### src/rtl/fetch_unit.sv
// Instruction fetch front end: PC, one-cycle synchronous imem, 2-entry {pc, inst} buffer.
// Optional macro FETCH_MISALIGN_TRAP_EN: misaligned redirect halts fetch and raises sticky fetch_error.
module fetch_unit #(
  parameter logic [31:0] RESET_PC = 32'h0000_0000
) (
  input  logic        clk,
  input  logic        reset,
  output logic [31:0] imem_addr,
  input  logic [31:0] imem_inst,
  input  logic        redirect_valid,
  input  logic [31:0] redirect_pc,
  output logic        out_valid,
  input  logic        out_ready,
  output logic [31:0] out_pc,
  output logic [31:0] out_inst
`ifdef FETCH_MISALIGN_TRAP_EN
  ,
  output logic        fetch_error
`endif
);

  logic [31:0] fetch_pc_reg;
  logic        pending_reg;
  logic [31:0] pending_pc_reg;
  logic [1:0]  count_reg;
  logic [31:0] pc_q   [2];
  logic [31:0] inst_q [2];

  logic        run;
  logic        aligned;
  logic [31:0] redirect_target;
  logic        pop;
  logic        push;
  logic        issue;
  logic [2:0]  occupancy;
  logic        wr_idx;

`ifdef FETCH_MISALIGN_TRAP_EN
  typedef enum logic {RUN = 1'b0, HALT = 1'b1} mode_t;
  mode_t mode_reg, mode_next;
  logic  error_next;

  assign aligned = (redirect_pc[1:0] == 2'b00);
  assign run     = (mode_reg == RUN);

  always_comb begin
    mode_next  = mode_reg;
    error_next = fetch_error;
    if (redirect_valid) begin
      mode_next  = aligned ? RUN : HALT;
      error_next = !aligned;
    end
  end

  always_ff @(posedge clk or posedge reset) begin
    if (reset) begin
      mode_reg    <= RUN;
      fetch_error <= 1'b0;
    end else begin
      mode_reg    <= mode_next;
      fetch_error <= error_next;
    end
  end
`else
  assign aligned = 1'b1;
  assign run     = 1'b1;
`endif

  // Low bits are dropped; in trap builds they only matter through 'aligned'.
  assign redirect_target = redirect_pc & ~32'h3;

  assign out_valid = (count_reg != 2'd0) && !redirect_valid && run;
  assign out_pc    = pc_q[0];
  assign out_inst  = inst_q[0];
  assign pop       = out_valid && out_ready;
  assign push      = pending_reg && !redirect_valid;

  // Words held after this edge if nothing new is issued; issue only while room remains.
  assign occupancy = {1'b0, count_reg} + {2'b00, pending_reg} - {2'b00, pop};
  assign issue     = run && !redirect_valid && (occupancy < 3'd2);
  assign imem_addr = redirect_valid ? redirect_target : fetch_pc_reg;

  // Slot the incoming word lands in after any same-cycle pop has shifted the buffer.
  assign wr_idx = (count_reg == 2'd2) || ((count_reg == 2'd1) && !pop);

  always_ff @(posedge clk or posedge reset) begin
    if (reset) begin
      fetch_pc_reg   <= RESET_PC;
      pending_reg    <= 1'b0;
      pending_pc_reg <= 32'h0;
      count_reg      <= 2'd0;
      for (int i = 0; i < 2; i++) begin
        pc_q[i]   <= 32'h0;
        inst_q[i] <= 32'h0;
      end
    end else if (redirect_valid) begin
      count_reg      <= 2'd0;
      pending_reg    <= aligned;
      pending_pc_reg <= redirect_target;
      if (aligned)
        fetch_pc_reg <= redirect_target + 32'd4;
    end else begin
      pending_reg <= issue;
      if (issue) begin
        pending_pc_reg <= fetch_pc_reg;
        fetch_pc_reg   <= fetch_pc_reg + 32'd4;
      end
      count_reg <= count_reg + {1'b0, push} - {1'b0, pop};
      if (pop) begin
        pc_q[0]   <= pc_q[1];
        inst_q[0] <= inst_q[1];
      end
      if (push) begin
        pc_q[wr_idx]   <= pending_pc_reg;
        inst_q[wr_idx] <= imem_inst;
      end
    end
  end

endmodule

### config.mk
export PLATFORM = sky130hd
export DESIGN_NAME = fetch_unit
export DESIGN_NICKNAME = d
export VERILOG_FILES = /design/src/rtl/fetch_unit.sv
export SDC_FILE = /design/constraint.sdc
export NUM_CORES = 1
export LEC_CHECK = 0
export CAP_MARGIN = 20
export CORE_ASPECT_RATIO = 2
export CORE_MARGIN = 2
export CORE_UTILIZATION = 32
export DETAILED_ROUTE_END_ITERATION = 7
export PLACE_DENSITY_LB_ADDON = 0.3
export REMOVE_ABC_BUFFERS = 1
export SETUP_SLACK_MARGIN = 0.5
export SKIP_CTS_REPAIR_TIMING = 1
export SYNTH_ARGS = -nofsm -noshare
export SYNTH_HDL_FRONTEND = slang
export SYNTH_SLANG_ARGS = --single-unit
### constraint.sdc
create_clock -name clk -period 6.8 [get_ports clk]
set_input_delay 0.68 -clock clk [delete_from_list [all_inputs] [get_ports clk]]
set_output_delay 0.68 -clock clk [all_outputs]
set_load 0.02 [all_outputs]
==> reports/results.env <==
FMAX_MHz=273
FILLERINSTANCES=2820
STARTPOINT_TYPE='input pin'
SETUP.WORST_PATH.END_CLASS='flip-flop'
WORSTPATHMAXFANOUT=60
YOSYS.CELL_COUNT.TOP_TYPE='sky130_fd_sc_hd__dfrtp_1'
NUM-NETS-FINAL=1089
CTS_ROOT_BUF='sky130_fd_sc_hd__clkbuf_16'
POST-DP-HPWL_UM=15800
GLOBALROUTEOVERFLOWTOTAL=0
NUMBER_OF_ENABLE_FLIP_FLOP_CELLS_AFTER_SYNTHESIS=0
WORST_EP_ARRIVAL_TIME_NS=4.04
WORST_SLACK_NS=3.13
ROUTED-VIA-COUNT=6747
POWER_SWITCHING_SHARE_PCT=39.1
VIAS_PER_CELL=4.85
GRT_PASS1_WL_UM=38000
DRCVIOLATIONCOUNT=0
FIRSTDRTPASSITERS=5
GRT.TOTAL_USAGE_PCT=16.0
REGISTER_AREA_MM2=0.00478
SYNTH_CELL_TYPES=50
PART_OF_THE_TOTAL_POWER_DISSIPATED_IN_COMBINATIONAL_LOGIC_PCT=44.2
YS_WARNS=0
POST_SYNTH_MAIN_AREA_CONTRIBUTORS='sky130_fd_sc_hd__dfrtp_1, sky130_fd_sc_hd__mux2_2, sky130_fd_sc_hd__nand2_1'
SYNTH_CELLS=942
MAX_SLEW.WORST_PIN.SLEW_NS=0.942
PORT-BUFFER-COUNT=160
DIE_W_UM=125
CLOCKPOWERSHARE_PCT=19.3
SYNTH.TOP_CELLS.BY_COUNT='sky130_fd_sc_hd__dfrtp_1, sky130_fd_sc_hd__nand2_1, sky130_fd_sc_hd__nor2_1, sky130_fd_sc_hd__buf_4, sky130_fd_sc_hd__mux2_2'
LAYOUT_WORST_PATH_CYCLE_SHARE_PCT=53.9
RESULT_OF_THE_RUN='finished, final reports clean'
GP_CONGESTION=0.791
SKEW_NS=0.00616
CTS-BUFFERS-INSERTED=17
DRT-WIRELENGTH-PER-CELL_UM=17.4
PRE_CTS_WS_NS=2.64
SYNTH_TOP_CELL_BY_AREA='sky130_fd_sc_hd__dfrtp_1'
SEQUENTIAL_SHARE_OF_THE_SYNTHESIZED_AREA_PCT=50.9
CTSHTREEMAXLEVEL=4
POWER_SWITCHING_mW=2.22
HOLD_START='fetch_pc_reg[31]$_DFFE_PP0P_'
GRT_SETUP_UNREPAIRED='no'
CTS.CLK_SLEW.WORST_PATHS_NS=0.07
MAX_CAP_VIOL_COUNT=0
TIMING_WORST_SETUP_PATH_TYPE='in -> reg'
DIE_H_UM=246
MAX-CLOCK-PATH-BUFFERS=2
PLACEMENTROWS=88
DESIGN.CORE.AREA_MM2=0.0288
SYN2LAYOUT_AREA_GROWTH_PCT=22.0
TIMING.FINAL.CRIT_PERIOD_NS=3.67
CRITPATHREQUIREDTIME_NS=7.17
CLOCK_LATENCY_NS=0.45
REPORT.FINAL.SLEW_VIOL_COUNT=0
YS.FLOP_TYPE='sky130_fd_sc_hd__dfrtp_1'
CTS_TREE='built'
POST-LAYOUT-TOTAL-POWER_mW=5.67
NUMBER_OF_GLOBAL_ROUTE_VIAS_BEFORE_REPAIR=6835
DRT.ANTENNA.VIOLATING_NETS=0
DRT-INITIAL-DRC-COUNT=416
LEAKAGEPOWER_nW=4.92
DIE_AREA_MM2=0.0308
PIN_COUNT_OF_THE_BIGGEST_NET_ENTERING_GLOBAL_ROUTING=122
PLACE_INST=1357
HOLDCRITPATHCLASS='reg -> reg'
MAXSLEWHEADROOM_PCT=37.2
SYNTH_SEQ_CELLS=191
POSTROUTEWIRELENGTH_UM=24200
POST_LAYOUT_NONFILLER_INSTANCES=1390
COUNT_OF_FINAL_SETUP_VIOLATORS=0
IO-PIN-COUNT=165
POST_ROUTE_CELLS_DRIVE_ABOVE_1_SHARE_PCT=12.9
ASYNC_RESET_FF_SHARE_PCT=100
REPORT.FINAL.HOLD_VIOL_COUNT=0
CELLPOWERDENSITY_mW_PER_MM2=495
SETUP-TNS-FINAL_NS=0
ANTENNA_VIOLATIONS_BEFORE_REPAIR=1
CTS_NUM_SINKS=191
PEAKVDDDROP_uV=258
FLOORPLAN.INITIALDENSITY_PCT=32.6
WORST_SETUP_PATH_STARTPOINT='out_ready'
SHARE_OF_THE_SYNTHESIZED_AREA_IN_THE_TOP_CELL_TYPE_PCT=50.9
INTPOWER_mW=3.46
MULTI_INPUT_GATE_AREA_IN_THE_FINAL_LAYOUT_MM2=0.00378
TIMING.RR.START='count_reg[1]$_DFF_PP0_'
FINAL_UTIL_PCT=39.7
SYN-CELL-AREA_MM2=0.00940
SYN-MEAN-INSTANCE-AREA_UM2=9.98
P_SEQ_SHARE_PCT=36.5
metrics by stage:
step | area [um^2] | hold slack [ns]
2_1_floorplan | 8670 | 0.448
3_3_place_gp | 10800 | 0.475
3_5_place_dp | 10800 | 0.479
4_1_cts | 11500 | 0.496
5_1_grt | 11500 | 0.519
6_report | 11500 | 0.495
layout make-up:
cell class	count	share of cell area (%)
well taps	360	3.93
clock inverters	14	1.77
flip-flops and latches	191	41.7
repair buffers	171	14.6
clock buffers	18	3.74
inverters	36	1.24
multi-input cells	599	33.0
diodes	1	0.0218
cells in the final DEF (no fill, tap or decap), drive strengths merged, types with 18 or more instances in the layout:
master         Yosys  routed
mux2i             32      32
a31oi             62      62
nor2             115     115
a21oi             49      49
inv               36      42
clkbuf            37      18
clkdlybuf4s50      0     159
xnor2             19      19
dfrtp            191     191
mux2              64      64
nand2            161     161
logic make-up after synthesis:
kind of cell | after synthesis | share of synthesized area [%]
AO/OA/AOI/OAI | 146 | 10.2
XOR/XNOR | 20 | 1.86
adder cells (fa/ha/maj) | 5 | 0.746
buffers and inverters | 153 | 9.27
flip-flops | 191 | 50.9
multiplexers | 96 | 11.1
other | 1 | 0.0399
AND/OR/NAND/NOR | 330 | 16.0
routing by layer:
layer  GRT usage [%]  share of wire, %
met5               0                 0
met4            6.31               2.5
met3            3.69               3.4
met2            28.8                54
met1            18.3                40
critical path, stage by stage:
cell and delay, ns:
sky130_fd_sc_hd__clkdlybuf4s50_1 0.55, sky130_fd_sc_hd__nand2_2 0.08, sky130_fd_sc_hd__inv_2 0.06, sky130_fd_sc_hd__ha_1 0.21
sky130_fd_sc_hd__nand2b_1 0.15, sky130_fd_sc_hd__fa_1 0.38, sky130_fd_sc_hd__xnor2_1 0.18, sky130_fd_sc_hd__a21oi_2 0.07
sky130_fd_sc_hd__buf_4 0.26, sky130_fd_sc_hd__inv_2 0.53, sky130_fd_sc_hd__buf_4 0.61, sky130_fd_sc_hd__nor2_1 0.10
sky130_fd_sc_hd__a21oi_1 0.15
path summary, 6_finish.rpt:
path | end | slack [ns] | depth (start not counted)
min in group asynchronous | out_inst[22]$_DFFE_PP0N_ | 0.80 | 2
worst max-delay path | fetch_pc_reg[6]$_DFFE_PP0P_ | 3.13 | 13
max in group asynchronous | async pin | 4.49 | 3
worst max register to register | fetch_pc_reg[6]$_DFFE_PP0P_ | 3.17 | 13
worst min register to register | fetch_pc_reg[31]$_DFFE_PP0P_ | 0.49 | 2
worst min-delay path | fetch_pc_reg[31]$_DFFE_PP0P_ | 0.49 | 2
power by group through the flow:
stage / combinational (mW) / sequential (mW) / clock (mW)
final: 2.51 / 2.07 / 1.09
after global placement: 2.51 / 2.07 / 0
after floorplan: 1.41 / 2.25 / 0
after CTS: 2.56 / 2.08 / 1.13
after detailed placement: 2.55 / 2.10 / 0
after global routing: 2.77 / 2.15 / 1.17
Power figures use the tool's default switching activity.
